[src/rtl/score_pkg.sv]
// score_pkg: shared state encoding and default widths for the score sequencer
package score_pkg;
  typedef enum logic [1:0] {IDLE, GEN, FETCH, HOLD} seq_state_t;
  localparam int NOTE_W_DEF = 5;
  localparam int LEN_W_DEF = 2;
  localparam int ADDR_W_DEF = 6;
  localparam int NUM_BANKS_DEF = 2;
  localparam int REST_NOTE = 0;
endpackage

[src/rtl/score_ram.sv]
// score_ram: single write port, synchronous read-enabled read port score memory
module score_ram #(
  parameter int DATA_W = 7,
  parameter int AW = 7
) (
  input  logic              clk,
  input  logic              we,
  input  logic [AW-1:0]     waddr,
  input  logic [DATA_W-1:0] wdata,
  input  logic              re,
  input  logic [AW-1:0]     raddr,
  output logic [DATA_W-1:0] rdata
);
  logic [DATA_W-1:0] mem [2**AW];
  always_ff @(posedge clk) begin
    if (we) mem[waddr] <= wdata;
    if (re) rdata <= mem[raddr];
  end
endmodule

[src/rtl/score_sequencer.sv]
// score_sequencer: multi-bank score store with beat-timed autonomous playback
module score_sequencer
  import score_pkg::*;
#(
  parameter int NOTE_W = NOTE_W_DEF,
  parameter int LEN_W = LEN_W_DEF,
  parameter int ADDR_W = ADDR_W_DEF,
  parameter int NUM_BANKS = NUM_BANKS_DEF,
  localparam int BANK_W = NUM_BANKS > 1 ? $clog2(NUM_BANKS) : 1
) (
  input  logic              clk,
  input  logic              reset,
  input  logic              gen_start,
  input  logic [BANK_W-1:0] wr_bank,
  input  logic              wr_valid,
  input  logic [NOTE_W-1:0] wr_note,
  input  logic [LEN_W-1:0]  wr_len,
  output logic              gen_done,
  input  logic              play_start,
  input  logic [BANK_W-1:0] play_bank,
  input  logic              loop,
  input  logic              play_stop,
  input  logic              beat_tick,
  output logic [NOTE_W-1:0] note,
  output logic [LEN_W-1:0]  length,
  output logic              playing,
  output logic              play_done,
  output logic              busy_gen
);
  localparam logic [ADDR_W-1:0] LAST = '1;
  seq_state_t state;
  logic [ADDR_W-1:0] wr_ptr, rd_ptr;
  logic [LEN_W-1:0] beat_cnt;
  logic [NUM_BANKS-1:0] bank_valid;
  logic [BANK_W-1:0] gen_bank, cur_bank;
  logic show;
  logic [NOTE_W+LEN_W-1:0] rdata;
  logic [NOTE_W-1:0] rd_note;
  logic [LEN_W-1:0] rd_len;
  assign {rd_note, rd_len} = rdata;
  // read data stays captured through HOLD and the following FETCH, so outputs never glitch between notes
  assign note = show ? rd_note : NOTE_W'(REST_NOTE);
  assign length = show ? rd_len : '0;
  assign playing = (state == FETCH) || (state == HOLD);
  assign busy_gen = state == GEN;
  score_ram #(.DATA_W(NOTE_W + LEN_W), .AW(BANK_W + ADDR_W)) u_ram (
    .clk(clk),
    .we(state == GEN && wr_valid),
    .waddr({gen_bank, wr_ptr}),
    .wdata({wr_note, wr_len}),
    .re(state == FETCH),
    .raddr({cur_bank, rd_ptr}),
    .rdata(rdata)
  );
  always_ff @(posedge clk) begin
    if (reset) begin
      state <= IDLE;
      wr_ptr <= '0;
      rd_ptr <= '0;
      beat_cnt <= '0;
      bank_valid <= '0;
      gen_bank <= '0;
      cur_bank <= '0;
      gen_done <= 1'b0;
      play_done <= 1'b0;
      show <= 1'b0;
    end else begin
      play_done <= 1'b0;
      case (state)
        IDLE:
          if (gen_start) begin
            state <= GEN;
            wr_ptr <= '0;
            gen_bank <= wr_bank;
            bank_valid[wr_bank] <= 1'b0;
            gen_done <= 1'b0;
          end else if (play_start && bank_valid[play_bank]) begin
            state <= FETCH;
            rd_ptr <= '0;
            cur_bank <= play_bank;
          end
        GEN:
          if (wr_valid) begin
            wr_ptr <= wr_ptr + 1'b1;
            if (wr_ptr == LAST) begin
              state <= IDLE;
              bank_valid[gen_bank] <= 1'b1;
              gen_done <= 1'b1;
            end
          end
        FETCH: begin
          state <= play_stop ? IDLE : HOLD;
          show <= !play_stop;
          beat_cnt <= '0;
        end
        HOLD:
          if (play_stop) begin
            state <= IDLE;
            show <= 1'b0;
          end else if (beat_tick) begin
            if (beat_cnt != rd_len) beat_cnt <= beat_cnt + 1'b1;
            else if (rd_ptr == LAST && !loop) begin
              state <= IDLE;
              show <= 1'b0;
              play_done <= 1'b1;
            end else begin
              rd_ptr <= rd_ptr + 1'b1;
              state <= FETCH;
            end
          end
        default: state <= IDLE;
      endcase
    end
  end
endmodule

[config.mk]
export PLATFORM = sky130hd
export DESIGN_NAME = score_sequencer
export DESIGN_NICKNAME = d
export VERILOG_FILES = /design/src/rtl/score_pkg.sv /design/src/rtl/score_ram.sv /design/src/rtl/score_sequencer.sv
export SDC_FILE = /design/constraint.sdc
export NUM_CORES = 1
export LEC_CHECK = 0
export BUFFER_PORTS_ARGS = -buffer_cell sky130_fd_sc_hd__buf_2
export CAP_MARGIN = 10
export CORE_MARGIN = 2
export CORE_UTILIZATION = 55
export CTS_BUF_LIST = sky130_fd_sc_hd__clkbuf_16
export DETAILED_ROUTE_END_ITERATION = 8
export GPL_TIMING_DRIVEN = 0
export PLACE_DENSITY = 0.71
export SYNTH_ARGS = -nofsm -noshare
export SYNTH_HDL_FRONTEND = slang
export SYNTH_SLANG_ARGS = --single-unit
[constraint.sdc]
create_clock -name clk -period 4.15 [get_ports clk]
set_input_delay 0.83 -clock clk [delete_from_list [all_inputs] [get_ports clk]]
set_output_delay 0.83 -clock clk [all_outputs]
set_load 0.05 [all_outputs]
Word-level counts from Yosys, hierarchy flattened
Memories as Yosys holds them, arrays and structs flattened. A register that Yosys moved wholly into a read port is not among the register bits.
Index checks and enable logic that the tools add are counted.
Widths: inputs -> output; s select.
- add/subtract/negate cells: 3
- multipliers: 0
- divide/modulo/power cells: 0
- order comparisons: 5
- equality and inequality tests: 20
- shift operators: 0
- mux-type cells: 48
- bitwise operators: 6
- reductions and logical operators: 21
- operators by type and width (operator ; number):
    $mux 6 ; 8
    $mux 2 ; 16
    $pmux 6 s2 ; 2
    $ne 2x2->1 const B ; 8
    $mux 1 ; 14
    $add 6x1->6 const B ; 2
    $eq 6x6->1 const B ; 2
    $reduce_and 4->1 ; 3
    $ne 3x3->1 const B ; 3
    $pmux 2 s2 ; 2
    $pmux 2 s4 ; 1
    $reduce_and 7->1 ; 1
    $lt 1x2->1 const B ; 3
    $reduce_and 3->1 ; 2
    $reduce_bool 2->1 ; 3
    $logic_and 1x1->1 ; 5
    $mux 5 ; 1
    $reduce_and 5->1 ; 1
    $reduce_or 5->1 ; 1
    $eq 2x2->1 const B ; 2
    $ne 2x1->1 const B ; 2
    $pmux 1 s2 ; 2
    $ne 3x2->1 const B ; 1
    $not 1->1 ; 3
    other kinds (12) ; 15
- bits in registers: 23
- latch bits: 0
- RAM bits: 896
- bits in read-only memories: 0
- bits of input ports: 17
- output and inout port bits: 11
- logic and storage cells: 114
- memories: 1
- memory list (memory ; words ; bits a word ; read ports ; clocked after memory_dff ; wr ports ; RTL line ; RTL):
    u_ram.mem ; 128 ; 7 ; 1 ; 1 ; 1 ; score_ram.sv:14 ; logic [DATA_W-1:0] mem [2**AW];

Logic depth before layout (Yosys ltp)
- depth after elaboration: 8
- gate-level depth with buffers: 9

Modules after synthesis
From an unflattened synthesis, not the netlist that was laid out.
- cells, all modules: 1605
- area, all modules: 36183.5 um^2
- by module, submodules not included (module ; instances ; cells an instance ; area each (um^2) ; sequential area each (um^2)):
    score_ram ; 1 ; 1453 ; 34877.2 ; 27116.0
    score_sequencer ; 1 ; 152 ; 1306.3 ; 460.4

Least setup slack after synthesis
Ideal clock, no wire load.
- kind: input to register
- from: input port wr_valid
- to: memory u_ram.mem[72][0] (enable)
- setup time: 0.390 ns
- arrival: 2.382 ns
- path slack: 1.378 ns
- cell stages on the path: 5
- cell sequence: and3b_1 -> clkbuf_1 -> buf_2 -> nand4_1 -> nor4_1
- longest elaborated chain between the ends: 3
- ends and longest elaborated chain (item ; RTL line ; RTL):
    start: declaration ; score_sequencer.sv:15 ; input logic wr_valid,
    $logic_and 1x1->1 ; score_sequencer.sv:48 ; .we(state == GEN && wr_valid),
    $mux 1 ; score_ram.sv:16 ; if (we) mem[waddr] <= wdata;
    $mux 1 (not written as such) ; score_ram.sv:16 ;
    end: declaration ; score_ram.sv:14 ;
No other way between the ends.

==> metrics.md <==
| Metric | Value |
|---|---|
| Overall track demand over capacity in global routing | `0.272` |
| Fill count | `4546` |
| Worst hold start | `reset` |
| Crit path kind | `register to register` |
| Synth cell types | `51` |
| Largest family of logic cells by synthesized area | `multiplexers` |
| EDFF count, synth | `903` |
| Cts repair resizes | `0` |
| Drt pass-1 iters | `5` |
| Max clock buf depth | `3` |
| H-tree Lvls | `3` |
| CP endpoint | `u_ram.rdata[6]` |
| Async SR Flop Fraction | `0` |
| CP Buf/Inv Count | `2` |
| Synth Instances | `1857` |
| Least-Margin Pin Slew | `1.37 ns` |
| Clk root buf | `clkbuf_16` |
| Die Area | `0.0682 mm^2` |
| CTS Buf Count | `91` |
| Synth area leaders | `edfxtp_1, mux4_2, mux2i_1` |
| Placer Congestion | `0.962` |
| Post-synthesis xor/xnor area fraction | `0.00144` |
| Adder-cell area share of the yosys netlist | `0.000688` |
| Net switching power | `3.70 mW` |
| Synth Register Bits | `926` |
| Complex-gate fraction of the synthesized area | `0.0279` |
| First-pass GRT wire length | `130 mm` |
| Synthesized net count | `1876` |
| Post-route ant nets | `0` |
| Core area | `0.0656 mm^2` |
| Worst path arrival time | `4.03 ns` |
| HPWL after detailed placement | `60.1 mm` |
| Yosys warns | `0` |
| WL/cell | `31.1 um` |
| Drt drc | `0` |
| Pre-CTS setup slack | `0.263 ns` |
| Max Cap Viol | `0` |
| Post-Route WL | `91.0 mm` |
| CTS Hold Bufs | `0` |
| Clock Pin Slew Worst Setup and Hold Paths | `0.07 ns` |
| Initial Util | `0.554` |
| Reg-to-Reg End | `u_ram.rdata[6]` |
| TritonCTS clock tree | `yes` |
| Rows | `94` |
| Critical Path Max Stage Delay | `0.87 ns` |
| Final setup viols | `0` |
| Initial drt markers | `2419` |
| Sw frac | `0.201` |
| Slew margin rel. | `0.0883` |
| Critical Path RT | `4.52 ns` |
| Vias per inst | `6.49` |
| Clk_lat worst skew | `0.67 ns` |
| Worst Setup End Kind | `register` |
| Post-synthesis mux area share | `0.153` |
| Chip Width | `261 um` |
| PnR worst setup slack | `0.495 ns` |
| Part of the Yosys area used for sequential elements | `0.758` |
| Delay-heaviest family, CP | `buffers and inverters` |
| Setup Skew | `0.0368 ns` |
| LEAKAGE | `12.4 nW` |
| Count of pins over their slew limit | `0` |
| Sequential share of power | `0.556` |
| Largest net degree at the start of global routing | `109` |
| CP Cell Sequence | `buf_2 -> clkbuf_1 -> mux4_2 -> mux2i_1 -> nor2_1 -> o21ai_0 -> a22oi_1` |
| Crit-path slowest cell | `clkbuf_1` |
| Fin. Hold Viols | `0` |
| PD cells | `453 mW/mm^2` |
| R2R Setup Slk | `0.50 ns` |
| Post-Syn Area | `0.0364 mm^2` |
| Post-CTS Setup Bufs | `0` |
| Nets | `2007` |
| Simple-Gate Fraction of Synth Area | `0.0416` |
| Reg-to-reg startpoint | `rd_ptr[1]` |
| Final core occ | `0.621` |
| Top cell type by total area after synthesis | `edfxtp_1` |
| Diodes inserted | `0` |
| Vias | `19000` |
| P_int | `14.8 mW` |
| Fmax | `0.274 GHz` |
| Hold_ws | `0.492 ns` |
| Die Ht | `261 um` |
| Hold crit path type | `input port to register` |
| Total power draw | `18.5 mW` |
| Number of global-route vias before repair | `18800` |
| Gate power share | `0.014` |
| Share of the synthesized area in the top cell type | `0.745` |
| Commonest register cell after synthesis | `edfxtp_1` |
| Share of power burned in the clock network | `0.430` |
| Setup TNS | `0 ns` |
| Ports | `28` |
| Tmin final | `3.65 ns` |
| Critical path startpoint category | `register` |
| Tcrit/Tclk final | `0.881` |
| Share of cells above drive strength 1 | `0.196` |
| PortBufs | `27` |
| RSZ-0062 raised after global routing | `no` |
| Critical Path Source | `rd_ptr[1]` |
| Mean Syn Cell Area | `19.6 um^2` |
| Antenna violations before repair | `3` |
| GR Overflow Total | `0` |
| Outcome | `completed` |
| Crit-path max FO | `10` |
| Maximum VDD drop | `0.350 mV` |
| Area Growth Syn to Fin | `12.0%` |
| CTS sink cnt | `926` |
| Cell depth of the worst setup path | `7` |
| Reg2Reg Depth | `7` |
## registers in the layout, summed over array words and instances (netlist names), 2 cells and up
name / cells
state: 2
u_ram.mem: 896
rd_ptr: 6
bank_valid: 2
beat_cnt: 2
u_ram.rdata: 7
wr_ptr: 6
## kinds of logic after synthesis
kind of cell    after synthesis
fa+ha+maj                     2
simple gates                331
flops                       926
xor+xnor                      6
buf+inv                     114
mux                         330
compound gates              148
## cell usage after synthesis, types with 4 or more instances
library cell and instances:
nor3_1 4, a41o_1 5, a32oi_1 4, inv_1 7, o21ai_0 22, nor4_1 15
mux4_2 182, and2_1 11, and3_1 15, a22oi_1 30, edfxtp_1 903, clkbuf_1 58
nand4_1 5, a221o_1 6, buf_2 15, buf_4 16, buf_6 15, nand3_1 13
a221oi_1 9, o22ai_1 16, a22o_1 12, nor2b_1 9, a21oi_1 32, mux2i_1 148
nand3b_1 6, nor2_1 175, or3_1 5, nand2_1 55, dfxtp_1 23
## worst min-delay path by stage
stage | slack, ns | cells after the start | endpoint
2_1_floorplan | 0.45 | 2 | bank_valid[0]
3_3_place_gp | 0.46 | 2 | bank_valid[0]
3_5_place_dp | 0.48 | 2 | bank_valid[0]
4_1_cts | 0.46 | 2 | gen_bank
5_1_grt | 0.48 | 2 | gen_bank
6_report | 0.49 | 2 | beat_cnt[1]
## worst register-to-register path: stages, from the launching register on
cell and delay (ns):
dfxtp_1 0.44, buf_2 0.46, clkbuf_1 0.88, mux4_2 0.45
mux2i_1 0.39, nor2_1 0.07, o21ai_0 0.53, a22oi_1 0.15
## metal layers
layer  global-route usage  wire (um)  up-vias
li1                     -          -     7834
met1                0.395      36400     9846
met2                0.398      41400     1107
met3               0.0693       9890      176
met4                0.113       3290        6
met5                    0         41        -
## cell usage in the layout, fill, tap and decap left out, types with 5 or more instances in the layout
master	netlist	routed
a221oi_1	9	9
inv_1	7	27
nor4_1	15	13
a21oi_1	32	32
nand3_1	13	13
clkinv_2	0	15
o22ai_1	16	16
buf_2	15	35
buf_16	0	6
a41o_1	5	5
buf_4	16	23
mux4_2	182	182
clkinv_4	0	6
nand4_1	5	5
mux2i_1	148	148
nand2_1	55	55
nand3b_1	6	6
clkbuf_16	0	93
dfxtp_1	23	23
bufinv_16	0	6
clkinv_1	0	18
a22o_1	12	12
nor2b_1	9	9
a22oi_1	30	30
or3_1	5	5
and2_1	11	11
buf_6	15	15
edfxtp_1	903	903
nor2_1	175	175
o21ai_0	22	22
a221o_1	6	6
and3_1	15	15
clkbuf_1	58	58
## power groups by stage
stage,sequential [mW],combinational (mW),clock [mW]
floorplan,10.5,0.0463,0
global placement,10.5,0.217,0
detailed placement,10.5,0.258,0
CTS,10.3,0.257,7.98
global route,10.3,0.277,8.33
finish,10.3,0.261,7.93
## metrics by stage
step	cells	instance area [um^2]
finish	2925	40700
global route	2925	40700
CTS	2922	40700
detailed placement	2756	37800
global placement	2748	37600
floorplan	1857	36400
## final cells by class
class / count / area, um^2 / area share
well taps: 864 / 1080 / 0.0265
clock buffers: 93 / 2330 / 0.0571
clock inverters: 73 / 533 / 0.0131
repair buffers: 38 / 403 / 0.00989
multi-input cells: 817 / 8200 / 0.201
plain buffers: 107 / 593 / 0.0146
inverters: 7 / 26.3 / 0.000645
flip-flops and latches: 926 / 27600 / 0.677
No activity file was read; power rests on OpenSTA's default activity.
